--- src/rtl/fifo_wr_arbiter_if.sv ---
// Bundle between the write arbiter, its requesters and the async FIFO write port.
// master: requesters plus FIFO flag side. slave: the arbiter.
interface fifo_wr_arbiter_if #(
    parameter int NUM_REQ    = 4,
    parameter int DATA_WIDTH = 32
);
    logic [NUM_REQ-1:0]            req;
    logic [NUM_REQ-1:0]            req_last;
    logic [NUM_REQ*DATA_WIDTH-1:0] req_data;
    logic [NUM_REQ-1:0]            gnt;
    logic [NUM_REQ-1:0]            owner;
    logic                          fifo_wr_en;
    logic [DATA_WIDTH-1:0]         fifo_wr_data;
    logic                          fifo_full;

    modport master (
        output req, req_last, req_data, fifo_full,
        input  gnt, owner, fifo_wr_en, fifo_wr_data
    );

    modport slave (
        input  req, req_last, req_data, fifo_full,
        output gnt, owner, fifo_wr_en, fifo_wr_data
    );
endinterface

--- src/rtl/fifo_wr_arbiter.sv ---
// Round-robin arbiter sharing one async FIFO write port (write clock domain).
// Build option FIFO_ARB_BURST_EN: when defined, ownership is locked for a whole
// packet (until req_last or MAX_BURST words); otherwise ownership rotates after
// every accepted word and req_last is ignored.
//
// state  | meaning
// S_IDLE | no owner, waiting for any request (owner = 0)
// S_OWN  | one requester owns the FIFO write port (owner one-hot)
module fifo_wr_arbiter #(
    parameter int NUM_REQ    = 4,
    parameter int DATA_WIDTH = 32,
    parameter int MAX_BURST  = 8,
    parameter int IDX_WIDTH  = 2,
    parameter int CNT_WIDTH  = 8
) (
    input  logic                    i_clk,
    input  logic                    i_rst,
    fifo_wr_arbiter_if.slave        if_bus
);

    typedef enum logic {
        S_IDLE = 1'b0,
        S_OWN  = 1'b1
    } state_t;

    state_t                 r_state;
    logic [NUM_REQ-1:0]     r_owner;
    logic [IDX_WIDTH-1:0]   r_rr_ptr;

    logic [IDX_WIDTH-1:0]   w_own_idx;
    logic [IDX_WIDTH-1:0]   w_start_idx;
    logic [IDX_WIDTH-1:0]   w_scan_idx;
    logic [IDX_WIDTH-1:0]   w_pick_idx;
    logic                   w_pick_found;
    logic                   w_own_req;
    logic                   w_acc;
    logic                   w_rel;
    logic                   w_drop;

    // Modulo-NUM_REQ increment; safe for non-power-of-2 requester counts.
    function automatic logic [IDX_WIDTH-1:0] idx_inc(input logic [IDX_WIDTH-1:0] idx);
        if (int'(idx) >= NUM_REQ - 1)
            return '0;
        else
            return idx + 1'b1;
    endfunction

    // Encode the one-hot owner into an index.
    always_comb begin
        w_own_idx = '0;
        for (int i = 0; i < NUM_REQ; i++) begin
            if (r_owner[i])
                w_own_idx = IDX_WIDTH'(i);
        end
    end

    // Scan start: rr pointer when idle, the slot after the owner on handover,
    // so the current owner is considered last.
    assign w_start_idx = (r_state == S_OWN) ? idx_inc(w_own_idx) : r_rr_ptr;

    // First asserted request scanning from w_start_idx with wrap.
    always_comb begin
        w_pick_found = 1'b0;
        w_pick_idx   = '0;
        w_scan_idx   = w_start_idx;
        for (int i = 0; i < NUM_REQ; i++) begin
            if (!w_pick_found && if_bus.req[w_scan_idx]) begin
                w_pick_found = 1'b1;
                w_pick_idx   = w_scan_idx;
            end
            w_scan_idx = idx_inc(w_scan_idx);
        end
    end

    // Reset gates the write path so a packet cut by reset sees no further write.
    assign w_own_req           = if_bus.req[w_own_idx];
    assign w_acc               = (r_state == S_OWN) & w_own_req & ~if_bus.fifo_full & ~i_rst;
    assign if_bus.gnt          = r_owner & {NUM_REQ{w_acc}};
    assign if_bus.fifo_wr_en   = w_acc;
    assign if_bus.fifo_wr_data = ((r_state == S_OWN) && !i_rst)
                               ? if_bus.req_data[int'(w_own_idx)*DATA_WIDTH +: DATA_WIDTH]
                               : '0;
    assign if_bus.owner        = r_owner;

`ifdef FIFO_ARB_BURST_EN
    logic [CNT_WIDTH-1:0] r_burst_cnt;
    logic [CNT_WIDTH-1:0] w_cnt_inc;

    assign w_cnt_inc = r_burst_cnt + 1'b1;
    assign w_rel     = w_acc & (if_bus.req_last[w_own_idx] | (w_cnt_inc == CNT_WIDTH'(MAX_BURST)));
    // A stalled requester keeps the lock once its packet has started.
    assign w_drop    = (r_state == S_OWN) & ~w_own_req & (r_burst_cnt == '0);

    // Words accepted so far in the current ownership; frozen while full.
    always_ff @(posedge i_clk) begin
        if (i_rst)
            r_burst_cnt <= '0;
        else if (w_rel || w_drop)
            r_burst_cnt <= '0;
        else if (w_acc)
            r_burst_cnt <= w_cnt_inc;
    end
`else
    logic                 w_unused_last;
    logic [CNT_WIDTH-1:0] w_unused_cfg;

    assign w_rel         = w_acc;
    assign w_drop        = (r_state == S_OWN) & ~w_own_req;
    assign w_unused_last = ^if_bus.req_last;
    assign w_unused_cfg  = CNT_WIDTH'(MAX_BURST);
`endif

    // Ownership FSM: grant from idle, hand over on release without a bubble.
    always_ff @(posedge i_clk) begin
        if (i_rst) begin
            r_state  <= S_IDLE;
            r_owner  <= '0;
            r_rr_ptr <= '0;
        end else begin
            case (r_state)
                S_IDLE: begin
                    if (w_pick_found) begin
                        r_owner <= {{(NUM_REQ-1){1'b0}}, 1'b1} << w_pick_idx;
                        r_state <= S_OWN;
                    end
                end
                S_OWN: begin
                    if (w_rel || w_drop) begin
                        r_rr_ptr <= idx_inc(w_own_idx);
                        if (w_pick_found) begin
                            r_owner <= {{(NUM_REQ-1){1'b0}}, 1'b1} << w_pick_idx;
                        end else begin
                            r_owner <= '0;
                            r_state <= S_IDLE;
                        end
                    end
                end
                default: begin
                    r_owner <= '0;
                    r_state <= S_IDLE;
                end
            endcase
        end
    end

endmodule

--- src/flat_wrapper.sv ---
// flat-port wrapper written by rule: the top's interface ports become plain ports
module fifo_wr_arbiter_flat 
#(
    parameter int NUM_REQ    = 4,
    parameter int DATA_WIDTH = 32,
    parameter int MAX_BURST  = 8,
    parameter int IDX_WIDTH  = 2,
    parameter int CNT_WIDTH  = 8
)
  (i_clk, i_rst, if_bus_req, if_bus_req_last, if_bus_req_data, if_bus_fifo_full, if_bus_gnt, if_bus_owner, if_bus_fifo_wr_en, if_bus_fifo_wr_data);
  fifo_wr_arbiter_if #(.NUM_REQ(NUM_REQ), .DATA_WIDTH(DATA_WIDTH)) if_bus_i ();
  input  logic i_clk;
  input  logic i_rst;
  input wire logic [$bits(if_bus_i.req)-1:0] if_bus_req;
  input wire logic [$bits(if_bus_i.req_last)-1:0] if_bus_req_last;
  input wire logic [$bits(if_bus_i.req_data)-1:0] if_bus_req_data;
  input wire logic [$bits(if_bus_i.fifo_full)-1:0] if_bus_fifo_full;
  output wire logic [$bits(if_bus_i.gnt)-1:0] if_bus_gnt;
  output wire logic [$bits(if_bus_i.owner)-1:0] if_bus_owner;
  output wire logic [$bits(if_bus_i.fifo_wr_en)-1:0] if_bus_fifo_wr_en;
  output wire logic [$bits(if_bus_i.fifo_wr_data)-1:0] if_bus_fifo_wr_data;
  assign if_bus_i.req = if_bus_req;
  assign if_bus_i.req_last = if_bus_req_last;
  assign if_bus_i.req_data = if_bus_req_data;
  assign if_bus_i.fifo_full = if_bus_fifo_full;
  assign if_bus_gnt = if_bus_i.gnt;
  assign if_bus_owner = if_bus_i.owner;
  assign if_bus_fifo_wr_en = if_bus_i.fifo_wr_en;
  assign if_bus_fifo_wr_data = if_bus_i.fifo_wr_data;
  fifo_wr_arbiter #(.NUM_REQ(NUM_REQ), .DATA_WIDTH(DATA_WIDTH), .MAX_BURST(MAX_BURST), .IDX_WIDTH(IDX_WIDTH), .CNT_WIDTH(CNT_WIDTH)) u_core (.i_clk(i_clk), .i_rst(i_rst), .if_bus(if_bus_i));
endmodule
--- config.mk ---
export PLATFORM = sky130hd
export DESIGN_NAME = fifo_wr_arbiter_flat
export DESIGN_NICKNAME = d
export VERILOG_FILES = /design/src/rtl/fifo_wr_arbiter_if.sv /design/src/rtl/fifo_wr_arbiter.sv /design/src/flat_wrapper.sv
export SDC_FILE = /design/constraint.sdc
export NUM_CORES = 1
export LEC_CHECK = 0
export BUFFER_PORTS_ARGS = -buffer_cell sky130_fd_sc_hd__clkbuf_2
export CORE_MARGIN = 2
export CORE_UTILIZATION = 39
export CTS_CLUSTER_SIZE = 14
export DETAILED_ROUTE_END_ITERATION = 8
export PLACE_DENSITY = 0.91
export SETUP_SLACK_MARGIN = 0.02
export SYNTH_ARGS = -nofsm -noshare
export SYNTH_HDL_FRONTEND = slang
export SYNTH_SLANG_ARGS = --single-unit
--- constraint.sdc ---
create_clock -name i_clk -period 2.9 [get_ports i_clk]
set_clock_uncertainty 0.05 [all_clocks]
set_input_delay 0.29 -clock i_clk [delete_from_list [all_inputs] [get_ports i_clk]]
set_output_delay 0.29 -clock i_clk [all_outputs]
set_load 0.005 [all_outputs]
==> impl_summary.txt <==
----------------------------------------------------
[STA]
  Setup Total Neg Slack ... 0 ns
  Period utilization ... 0.840
  Hold WS ... between 0.3 and 0.4 ns
  Time the worst path needs with I/O delays and setup ... between 2 and 2.5 ns
  Crit path setup slack, layout ... 0.465 ns
  Setup violators final ... 0
  Number of endpoints with negative hold slack in the final report ... 0
  RSZ-0062 raised after global routing ... false
  Worst-Margin Slew ... approximately 0.65 ns
  Final slew viol count ... 0
  Worst slew margin ... 0.563
  Highest attainable clock frequency ... approximately 0.4 GHz

[Hold path]
  Class of the most critical hold timing path ... in -> reg
  Number of cells on the worst hold path ... 2

[Critical path]
  Biggest fanout along the worst timing path ... 21
  Endpoint of the worst setup timing path ... if_bus_fifo_wr_data[1]
  Worst setup slack for register-to-register paths ... about 0.7 ns
  Number of cell instances on the worst register-to-register path ... 6
  Startpoint class of the critical path ... flip-flop
  Critical path launch point ... u_core.if_bus.owner[1]$_SDFFE_PP0P_
  Critical path capture point type ... output pin
  Data arrival time of the worst path ... about 2.1 ns
  Critical path type ... reg -> out
  Worst R2R Start ... u_core.if_bus.owner[1]$_SDFFE_PP0P_
  CP Data Required Time ... 2.56 ns
  Endpoint of the lowest-slack register-to-register path ... u_core.if_bus.owner[2]$_SDFFE_PP0P_

[Route]
  Number of violations reported at the end of detailed-routing iteration 0 ... 123
  Residual DRC count ... 0
  Number of nets still failing antenna checks after routing ... 0
  Detailed-route via count ... ~2400
  Wire length reported by the detailed router ... ~6100 um
  Wire length per cell ... 13.2 um
  Ratio of routed vias to standard cells ... slightly above 5
  Total iterations of the first detailed-routing run ... 4

[CTS]
  Cts-stage hold buffer count ... 0
  Clock net sink count ... 7
  Clock-pin slew of the registers on the worst-case setup and hold paths ... roughly 0.050 ns
  Number of cells upsized or downsized after cts ... 0
  Clock Tree Root ... clkbuf_8
  Deepest level of the CTS H-tree ... 1
  Number of CTS-inserted buffers ... 3
  # Post-CTS Setup Buffers ... 0
  TritonCTS clock tree ... done
  Clock latency on the worst-skew pair ... around 0.24 ns
  Maximum buffer depth of the clock tree ... 2

[Place]
  Total half-perimeter wirelength after legalization and detailed placement ... approximately 4900 um
  Placement Setup Slack ... ~0.73 ns
  I/O Buffers ... ~180
  Weighted congestion at the end of routability-driven global placement ... around 0.92

[Power and ir drop]
  Overall power of the completed layout ... slightly above 700 uW
  Peak supply drop ... about 0.18 mV
  Share of total power in the clock network ... 0.201
  Share of total power consumed by net switching ... 0.404
  Internal power ... 433 uW
  Static leakage ... between 0.001 and 0.0015 uW
  Part of the power in combinational logic ... 0.595
  Power Dens Cells ... ~280 nW/um^2
  Flop pwr share ... 0.204
  NetSw ... between 200 and 300 uW

[Global route]
  Initial antenna violation count ... 0
  Wire length of the first global-routing pass ... roughly 9500 um
  Number of global-route vias before repair ... ~2200
  Maximum number of pins on one net before global-route repair ... 38
  Overall fraction of global-route tracks in use ... 0.231
  Final global-route overflow total ... 0

[Synth]
  Sequential cell area fraction in the yosys report ... 0.0822
  Yosys warns ... 0
  Total of flip-flops plus latches after synthesis ... 7
  EDFF count, synth ... 0
  Total nets after synthesis ... between 300 and 400
  Syn_area_per_cell ... roughly 7 sq um
  FFs w/ async S/R, synth ... 0
  Cell area after synthesis ... about 1700 sq um
  Number of distinct library cells after synthesis ... 36
  Flip-flop cell with the highest count after synthesis ... dfxtp_1
  Post-synthesis instance total ... 250

[Final layout]
  Final standard cell utilization of the core ... 0.614
  Diodes inserted ... 0
  Post-synthesis to final-layout area growth ... 54.5%
  Share of final-layout standard cells stronger than drive strength 1 ... 0.470
  Area occupied by multi-input gates ... ~1500 sq um
  Sequential Area ... between 100 and 150 sq um
  FILL cells ... between 300 and 400
  Net count, final ... ~550

[Outcome]
  Status ... finished, final reports clean

[Die]
  Number of ports placed on the die boundary ... 180
  Number of cell rows ... 24
  Placeable Area ... roughly 4300 sq um
  Chip Width ... about 70 um
  Total die area ... roughly 5000 sq um
  Die Span Y ... between 70 and 80 um
  Initial Utilization ... 0.397

[Run]
  Number of max-cap violations ... 0

----------------------------------------------------
metrics by stage:
stage | cells | instance area (sq um)
2_1_floorplan | 250 | 1710
3_3_place_gp | 459 | 2590
3_5_place_dp | 459 | 2590
4_1_cts | 463 | 2640
5_1_grt | 463 | 2640
6_report | 463 | 2640
logic make-up (layout without fill, tap and decap cells):
| group | count (synthesis) | count (layout) | share of synthesized area |
|---|---|---|---|
| flops | 7 | 7 | 0.0822 |
| compound gates | 51 | 51 | 0.197 |
| mux | 67 | 67 | 0.394 |
| simple gates | 100 | 100 | 0.266 |
| buf+inv | 25 | 186 | 0.0602 |
power groups by stage:
stage	clock, uW	combinational (uW)	sequential [uW]
after floorplan	0	292	115
after global placement	0	416	149
after detailed placement	0	432	150
after global routing	156	479	152
after CTS	149	434	148
final	146	433	148
flip-flops by register name, indices dropped and copies added (netlist names):
| signal | flops |
|---|---|
| u_core.r_state | 1 |
| u_core.if_bus.owner | 4 |
| u_core.r_rr_ptr | 2 |
worst max-delay path, cell delays in order, from the launching register on:
cell      delay [ns]
dfxtp_2         0.70
buf_4           0.43
mux2i_1         0.12
o21ai_0         0.25
mux2i_1         0.11
nor2_1          0.11
clkbuf_2        0.13
worst min path at each step:
stage	from	end	slack, ns
2_1_floorplan	u_core.r_rr_ptr[0]$_SDFFE_PP0P_	u_core.r_rr_ptr[0]$_SDFFE_PP0P_	0.41
3_3_place_gp	u_core.r_rr_ptr[0]$_SDFFE_PP0P_	u_core.r_rr_ptr[0]$_SDFFE_PP0P_	0.43
3_5_place_dp	u_core.r_rr_ptr[0]$_SDFFE_PP0P_	u_core.r_rr_ptr[0]$_SDFFE_PP0P_	0.44
4_1_cts	i_rst	u_core.r_rr_ptr[0]$_SDFFE_PP0P_	0.34
5_1_grt	i_rst	u_core.r_rr_ptr[0]$_SDFFE_PP0P_	0.35
6_report	i_rst	u_core.r_rr_ptr[0]$_SDFFE_PP0P_	0.34
layout by cell type (no fill, tap or decap), types with 3 or more instances in the layout:
master    instances
dfxtp_2           3
inv_1             3
buf_4             4
nand2_1          36
nor2_1           40
nand2b_1          3
and2_1            4
o21ai_0          33
clkbuf_2        175
dfxtp_1           4
mux2i_1          66
clkbuf_8          3
nand3_1           4
layer usage:
layer / GRT usage / routed length, um / vias to the layer above
met3: 0.0346 / 388 / 8
li1: - / - / 1208
met1: 0.277 / 2420 / 1065
met5: 0 / 0 / -
met4: 0.0491 / 51 / 0
met2: 0.432 / 3240 / 106
synthesized netlist by cell type, types with 2 or more instances:
cell type,n,area (sq um)
a21oi_1,2,10.0
a31o_1,2,17.5
a32o_1,2,20.0
and2_1,4,25.0
and3_1,2,12.5
buf_1,3,11.3
buf_2,7,35.0
clkbuf_1,12,45.0
dfxtp_1,7,140
inv_1,3,11.3
mux2i_1,66,661
nand2_1,36,135
nand2b_1,3,18.8
nand3_1,4,20.0
nand3b_1,2,15.0
nor2_1,40,150
nor2b_1,2,12.5
o21ai_0,33,165
o21ba_1,2,20.0
or3_1,2,12.5
cell type report:
type                            count  share of cell area
Clock buffer                        3              0.0157
Timing Repair Buffer              179               0.344
Tap cell                           52              0.0247
Inverter                            3             0.00427
Clock inverter                      1             0.00190
Sequential cell                     7              0.0546
Multi-Input combinational cell    218               0.555
No activity file was read; power rests on OpenSTA's default activity.
